`config.mk`:
```
export PLATFORM = sky130hd
export DESIGN_NAME = lvds_sd_framer
export DESIGN_NICKNAME = d
export VERILOG_FILES = /design/src/rtl/lvds_sd_pkg.sv /design/src/rtl/sd_decimator.sv /design/src/rtl/lvds_sd_framer.sv
export SDC_FILE = /design/constraint.sdc
export NUM_CORES = 1
export LEC_CHECK = 0
export BUFFER_PORTS_ARGS = -buffer_cell sky130_fd_sc_hd__buf_4
export CORE_MARGIN = 2
export CORE_UTILIZATION = 55
export DETAILED_ROUTE_END_ITERATION = 16
export PLACE_DENSITY = 0.75
export SYNTH_ARGS = -nofsm -noshare
export SYNTH_HDL_FRONTEND = slang
export SYNTH_HIERARCHICAL = 1
export SYNTH_SLANG_ARGS = --single-unit
```
`constraint.sdc`:
```
create_clock -name clk -period 4.9 [get_ports clk]
set_clock_uncertainty 0.15 [all_clocks]
set_input_delay 0.735 -clock clk [delete_from_list [all_inputs] [get_ports clk]]
set_output_delay 0.735 -clock clk [all_outputs]
set_load 0.03 [all_outputs]
```
`src/rtl/lvds_sd_pkg.sv`:
```
// Shared types and constants for the LVDS sigma-delta ADC front end and its UART framer.
// Latency: n/a (declarations only).
// Backpressure: n/a.
package lvds_sd_pkg;

  typedef enum logic [2:0] {
    ST_IDLE,
    ST_LOAD,
    ST_START,
    ST_WAIT_RISE,
    ST_WAIT_FALL
  } fsm_state_e;

  localparam int         FRAME_LEN     = 3;
  localparam logic [7:0] SYNC_BYTE_DEF = 8'hA5;
  localparam int         SAMPLE_W      = 16;

  typedef struct packed {
    logic [7:0] msb;
    logic [7:0] lsb;
  } sample_t;

  // Packet layout: sync byte, then the sample big-endian.
  function automatic logic [7:0] frame_byte(input logic [1:0] idx,
                                            input logic [7:0] sync,
                                            input sample_t    hold);
    case (idx)
      2'd0:    return sync;
      2'd1:    return hold.msb;
      default: return hold.lsb;
    endcase
  endfunction

endpackage

```
`src/rtl/sd_decimator.sv`:
```
// First-order sigma-delta loop: synchronizes the comparator, drives feedback, counts ones per window.
// Latency: comp_in reaches sd_fb and the accumulator 3 clocks later; sample updates once per 2^DEC_W clocks.
// Backpressure: none, free-running; sample_valid is a single-cycle pulse.
module sd_decimator
  import lvds_sd_pkg::*;
#(
  parameter int DEC_W = 10
) (
  input  logic                clk,
  input  logic                rst,
  input  logic                comp_in,
  output logic                sd_fb,
  output logic [SAMPLE_W-1:0] sample,
  output logic                sample_valid
);

  logic                sync1_q, sync1_d;
  logic                comp_s_q, comp_s_d;
  logic                sd_fb_q, sd_fb_d;
  logic [DEC_W-1:0]    win_q, win_d;
  logic [DEC_W:0]      acc_q, acc_d;
  logic [SAMPLE_W-1:0] sample_q, sample_d;
  logic                sample_vld_q, sample_vld_d;
  logic                win_end;

  always_comb begin
    sync1_d      = comp_in;
    comp_s_d     = sync1_q;
    sd_fb_d      = comp_s_q;
    win_d        = win_q + DEC_W'(1);
    win_end      = &win_q;
    acc_d        = acc_q + (DEC_W+1)'(comp_s_q);
    sample_d     = sample_q;
    sample_vld_d = win_end;
    // Last clock of the window still contributes its bit to the published sample.
    if (win_end) begin
      sample_d = SAMPLE_W'(acc_d);
      acc_d    = '0;
    end
  end

  always_ff @(posedge clk) begin
    if (rst) begin
      sync1_q      <= 1'b0;
      comp_s_q     <= 1'b0;
      sd_fb_q      <= 1'b0;
      win_q        <= '0;
      acc_q        <= '0;
      sample_q     <= '0;
      sample_vld_q <= 1'b0;
    end else begin
      sync1_q      <= sync1_d;
      comp_s_q     <= comp_s_d;
      sd_fb_q      <= sd_fb_d;
      win_q        <= win_d;
      acc_q        <= acc_d;
      sample_q     <= sample_d;
      sample_vld_q <= sample_vld_d;
    end
  end

  assign sd_fb        = sd_fb_q;
  assign sample       = sample_q;
  assign sample_valid = sample_vld_q;

endmodule

```
`src/rtl/lvds_sd_framer.sv`:
```
// Sigma-delta ADC plus framer: sends each accepted sample as SYNC, MSB, LSB to the UART TX.
// Latency: first tx_start 2 clocks after sample_valid when tx_busy is low.
// Backpressure: waits on tx_busy per byte; samples arriving mid-packet are dropped and counted.
module lvds_sd_framer
  import lvds_sd_pkg::*;
#(
  parameter int         DEC_W     = 10,
  parameter logic [7:0] SYNC_BYTE = SYNC_BYTE_DEF,
  parameter int         DROP_W    = 8
) (
  input  logic                clk,
  input  logic                rst,
  input  logic                comp_in,
  output logic                sd_fb,
  output logic [SAMPLE_W-1:0] sample,
  output logic                sample_valid,
  output logic [7:0]          tx_dat,
  output logic                tx_start,
  input  logic                tx_busy,
  output logic [DROP_W-1:0]   drop_cnt
);

  localparam logic [1:0] LAST_IDX = 2'(FRAME_LEN - 1);

  fsm_state_e        state_q, state_d;
  logic [1:0]        idx_q, idx_d;
  sample_t           hold_q, hold_d;
  logic [7:0]        tx_dat_q, tx_dat_d;
  logic [DROP_W-1:0] drop_q, drop_d;

  sd_decimator #(.DEC_W(DEC_W)) u_dec (
    .clk          (clk),
    .rst          (rst),
    .comp_in      (comp_in),
    .sd_fb        (sd_fb),
    .sample       (sample),
    .sample_valid (sample_valid)
  );

  always_comb begin
    state_d  = state_q;
    idx_d    = idx_q;
    hold_d   = hold_q;
    tx_dat_d = tx_dat_q;
    drop_d   = drop_q;

    if (sample_valid && (state_q != ST_IDLE) && (drop_q != {DROP_W{1'b1}}))
      drop_d = drop_q + DROP_W'(1);

    // tx_dat is loaded on entry to LOAD so it is already valid while LOAD waits.
    case (state_q)
      ST_IDLE: begin
        if (sample_valid) begin
          hold_d   = sample;
          idx_d    = 2'd0;
          tx_dat_d = frame_byte(2'd0, SYNC_BYTE, sample);
          state_d  = ST_LOAD;
        end
      end
      ST_LOAD:      if (!tx_busy) state_d = ST_START;
      ST_START:     state_d = ST_WAIT_RISE;
      ST_WAIT_RISE: if (tx_busy) state_d = ST_WAIT_FALL;
      ST_WAIT_FALL: begin
        if (!tx_busy) begin
          if (idx_q == LAST_IDX) begin
            state_d = ST_IDLE;
          end else begin
            idx_d    = idx_q + 2'd1;
            tx_dat_d = frame_byte(idx_q + 2'd1, SYNC_BYTE, hold_q);
            state_d  = ST_LOAD;
          end
        end
      end
      default: state_d = ST_IDLE;
    endcase
  end

  always_ff @(posedge clk) begin
    if (rst) begin
      state_q  <= ST_IDLE;
      idx_q    <= 2'd0;
      hold_q   <= '0;
      tx_dat_q <= 8'd0;
      drop_q   <= '0;
    end else begin
      state_q  <= state_d;
      idx_q    <= idx_d;
      hold_q   <= hold_d;
      tx_dat_q <= tx_dat_d;
      drop_q   <= drop_d;
    end
  end

  assign tx_start = (state_q == ST_START) && !rst;
  assign tx_dat   = tx_dat_q;
  assign drop_cnt = drop_q;

endmodule

```
== Yosys cells after proc, flatten, opt, wreduce, memory -nomap -nowiden ==
Cells that the tools add are included.

* Multiplexer cells: 15
* Reductions and logical operators: 13
* Add/sub/neg operators: 4
* Equality and inequality tests: 12

{| class="wikitable"
|+ Operators with widths
! cell !! count
|-
| $pmux W8 S2 || 2
|-
| $mux W8 || 3
|-
| $pmux W3 S5 || 1
|-
| $mux W3 || 4
|-
| $add A11 B1 Y11 || 1
|-
| $add A10 B1 Y10 const B || 1
|-
| $reduce_and A10 Y1 || 1
|-
| $add A8 B1 Y8 const B || 1
|-
| $ne A2 B2 Y1 const B || 4
|-
| $ne A8 B8 Y1 const B || 1
|-
| $reduce_and A4 Y1 || 2
|-
| $eq A3 B2 Y1 const B || 2
|-
| $mux W2 || 3
|-
| $pmux W2 S2 || 1
|-
| $eq A3 B1 Y1 const B || 1
|-
| $eq A3 B3 Y1 const B || 1
|-
| $logic_and A1 B1 Y1 || 3
|-
| $logic_not A3 Y1 || 1
|-
| $reduce_bool A3 Y1 || 1
|-
| $add A2 B1 Y2 const B || 1
|-
| $eq A2 B1 Y1 const B || 1
|-
| $eq A2 B2 Y1 const B || 1
|-
| $logic_not A2 Y1 || 1
|-
| $ne A2 B1 Y1 const B || 1
|-
| other kinds (5) || 5
|}

* Logic and storage cells: 57
* Output and inout bits: 35
* Input port bits: 4
* Flip-flop bits (word level): 68

== Longest topological paths before layout ==
* Word-level depth: 6
* Mapped depth: 7
* Mapped depth without buffers: 6

== By module ==
The synthesis kept the hierarchy.

{| class="wikitable"
|+ Modules (own cells, without submodules)
! module !! instances !! seq. area each (sq um) !! area each (sq um) !! cells an instance
|-
| lvds_sd_framer || 1 || 740.7 || 1671.6 || 212
|-
| sd_decimator || 1 || 720.7 || 1448.9 || 137
|}

== Least setup slack after synthesis ==
No wires, ideal clock.

* Kind: input port to output port
* From: input port rst
* To: output port tx_start
* Required time: 4015 ps
* Data arrival time: 1955 ps
* Stages on the path: 2
* Buffers on the path: 1
* Path slack: 2060 ps
* Cell sequence: clkbuf_1 nor4b_1

* Word-level cells in the longest chain between the ends: 2

{| class="wikitable"
|+ Ends and longest elaborated chain
! item !! RTL line !! RTL
|-
| from (decl) || lvds_sd_framer.sv:12 || <nowiki>input logic rst,</nowiki>
|-
| $logic_not A1 Y1 || lvds_sd_framer.sv:94 || <nowiki>assign tx_start = (state_q == ST_START) && !rst;</nowiki>
|-
| $logic_and A1 B1 Y1 || lvds_sd_framer.sv:94 ||
|-
| to (decl) || lvds_sd_framer.sv:18 || <nowiki>output logic tx_start,</nowiki>
|}

Every way passes these cells.

== Worst setup path after layout ==
Same ends and word-level chain as after synthesis.

==> results.md <==
- Root cell of the clock tree: clkbuf_8
- FP Rows: 27
- Post-CTS Resized: 0
- Avg Cell Area, Syn: around 9 um2
- Worst rel slew slack: 0.2578
- Die Ht: 79.33 um
- GRT Total Usage: 0.2109
- First-pass GRT wire length: roughly 10000 um
- Worst-path fanout max: between 50 and 60
- RR Startpoint: state_q[2]$_SDFFE_PP0P_
- Reg-to-reg setup timing slack: roughly 2.9 ns
- Stages on worst setup path: 3
- Primary FF master, synth: dfxtp_1
- CTS tree: built
- Vias in the first global route: approximately 2300
- Max frequency: 399.8 MHz
- TNS Setup: 0 ns
- Grt ovf: 0
- Min Hold Slack: 0.2916 ns
- Number of vias per cell: about 5.3
- Starting Density: 0.5667
- Clock transition at path regs: around 0.070 ns
- RSZ-0062 raised after global routing: no
- Fill cell count: roughly 480
- Clock Tree Buf Depth: 2
- Bufs and invs on worst path: 2
- CP arrival: about 1.6 ns
- Die footprint: around 6300 um2
- Final antenna-violating net count: 0
- Largest net degree at the start of global routing: 55
- Cell family with most CP delay: buffers and inverters
- Max IR drop VDD: 0.0001929 V
- Worst-Skew Late Latency: 0.34 ns
- CTS sink count: 73
- Detailed-route via count: between 2000 and 2500
- R2r endpoint: drop_cnt[7]$_SDFFE_PP0P_
- Post-DP HPWL: roughly 4000 um
- Async SR Flop Fraction: 0
- Critical Path Slowest Stage Cell: nor4b_1
- Crit path from: rst
- Final period util: 0.5105
- DRT iter0 DRCs: roughly 130
- Final GP Congestion: ~0.78
- Antenna cells: 0
- Share of cells above drive strength 1: 0.1751
- Yosys top cell area share: 0.4683
- Worst Tran Pin Value: around 1.1 ns
- Status: complete, no violations
- Leading area contributor after synthesis: dfxtp_1
- Worst path max stage delay: roughly 0.36 ns
- Num CTS Buffers: 9
- Synth Warn #: 6
- Critical setup path kind: input port to output pin
- Period minus WS final: roughly 2.5 ns
- Residual DRC: 0
- Final core utilization: 0.6387
- R2R depth: 4
- Final setup margin: about 2.4 ns
- Area taken by multi-input logic gates: 1484 um2
- Boundary Pins: 39
- Die Wd: 79.33 um
- TritonRoute pass-1 iters: 4
- Worst path most repeated cell: buf_4
- Leakage power: approximately 0.0012 uW
- Final setup viols: 0
- WL per Instance: between 10 and 15 um
- Synth cell types: between 40 and 50
- Top post-synthesis cells by area: dfxtp_1 47%, nand2_1 7.8%, a21oi_1 5.5%, o2bb2ai_2 3.8%, xnor2_1 3.1%
- Setup crit end kind: output pin
- Final Hold Viols: 0
- Syn Inst Count: roughly 350
- Total Power: ~1100 uW
- Max_cap viols: 0
- Part of the Yosys area used for sequential elements: 0.4683
- WL final: approximately 5700 um
- Initial antenna violation count: 0
- Post-Syn Area: 3120 um2
- Setup bufs post-CTS: 0
- Power density over cell area: between 300 and 400 nW/um2
- Worst path cell trace: buf_4, nor4b_1, buf_4
- Reg area: between 1000 and 1500 um2
- Core region area: about 5500 um2
- Hold_buf cts: 0
- Required @ worst endpoint: around 4.0 ns
- Worst hold path class: flop to flop
- Pre-CTS WS: ~2.4 ns
- Final Max Tran Viols: 0
- Capture point of the worst path: tx_start
- H-tree lvl count: 3
- Setup crit start kind: input port
- Post-synth EDFFs: 0
- Layout Nets: around 380
- Port Buffers: 33
- Synthesized flop and latch total: 73
- Layout overhead on the synthesized area: 12.71%
-- final cells by class --
type | count | share of cell area
multi-input combinational | 246 | 0.4219
sequential | 73 | 0.4155
inverter | 10 | 0.01067
timing repair buffer | 33 | 0.07044
clock buffer | 13 | 0.04518
clock inverter | 2 | 0.01067
tap | 72 | 0.02561
-- worst register-to-register path, stage by stage, from the launching register on --
cell and delay, ns:
dfxtp_1 0.70, o31ai_2 0.21, o21bai_4 0.27, or4_1 0.48
a21oi_1 0.15
-- registers in the layout, summed over array words and instances, names as in the netlist --
| signal | count |
|---|---|
| u_dec/win_q | 10 |
| drop_cnt | 8 |
| state_q | 3 |
| u_dec/comp_s_q | 1 |
| tx_dat | 8 |
| u_dec/sample_valid | 1 |
| u_dec/sd_fb | 1 |
| u_dec/sample | 11 |
| u_dec/comp_s_d | 1 |
| u_dec/acc_q | 11 |
| idx_q | 2 |
| hold_q | 16 |
-- logic make-up after synthesis --
kind of cell	after synthesis	synth area share
simple gates	145	0.2257
flops	73	0.4683
compound gates	72	0.1676
buf+inv	34	0.06095
xor+xnor	16	0.04491
fa+ha+maj	7	0.02807
other cells	1	0.001202
mux	1	0.003208
-- per-stage QoR --
step	area (um2)	std cells
finish	3517	449
detailed placement	3321	434
CTS	3517	449
global placement	3321	434
floorplan	3136	353
global route	3517	449
-- worst min path at each step --
| stage | start | end | cells past startpoint |
|---|---|---|---|
| 2_1_floorplan | u_dec/comp_s_d$_SDFF_PP0_ | u_dec/comp_s_q$_SDFF_PP0_ | 1 |
| 3_3_place_gp | u_dec/comp_s_d$_SDFF_PP0_ | u_dec/comp_s_q$_SDFF_PP0_ | 1 |
| 3_5_place_dp | u_dec/comp_s_d$_SDFF_PP0_ | u_dec/comp_s_q$_SDFF_PP0_ | 1 |
| 4_1_cts | u_dec/comp_s_d$_SDFF_PP0_ | u_dec/comp_s_q$_SDFF_PP0_ | 1 |
| 5_1_grt | u_dec/comp_s_d$_SDFF_PP0_ | u_dec/comp_s_q$_SDFF_PP0_ | 1 |
| 6_report | u_dec/comp_s_d$_SDFF_PP0_ | u_dec/comp_s_q$_SDFF_PP0_ | 1 |
-- synthesized netlist by cell type, types with 3 or more instances --
master     count
nand2_1       65
a211oi_1       4
o21ai_0       13
o31ai_1        3
nor2b_1        9
inv_1         10
buf_6          3
nand3_1       12
nor2_1        25
xor2_1         5
buf_4         10
o2bb2ai_2      8
or3_1          4
or4_1          3
xnor2_1       11
dfxtp_1       73
nand4_1        5
ha_1           7
clkbuf_1       9
nor3_1         7
a21oi_1       34
-- power breakdown --
group,switching (uW),internal (uW),total [uW]
Clock,209,261,470
Sequential,6.12,599,605
Combinational,27.1,12.1,39.2
-- placed cells by master (no fill, tap or decap), types with 2 or more instances in the layout --
cell type	Yosys	final
nand2_1	65	65
xor2_1	5	5
or3_1	4	4
o31ai_1	3	3
nor3_1	7	7
nor2_1	25	25
ha_1	7	7
nor2b_1	9	9
clkbuf_1	9	2
nor4b_1	2	2
clkbuf_8	0	11
o2bb2ai_1	2	2
inv_1	10	10
o2bb2ai_2	8	8
or4_1	3	3
o21ai_0	13	13
o21ai_1	2	2
buf_4	10	33
a21oi_1	34	34
a211oi_1	4	4
conb_1	1	5
nand3_1	12	12
nand4_1	5	5
xnor2_1	11	11
dfxtp_1	73	73
-- routing by layer --
layer,GRT usage,share of wire,vias to the layer above
met2,0.3220,0.46,38
met1,0.2738,0.49,1120
met5,0,0,-
li1,-,-,1231
met3,0.05568,0.041,9
met4,0.1086,0.012,0
Note: power is estimated with default switching activity, not from simulation.
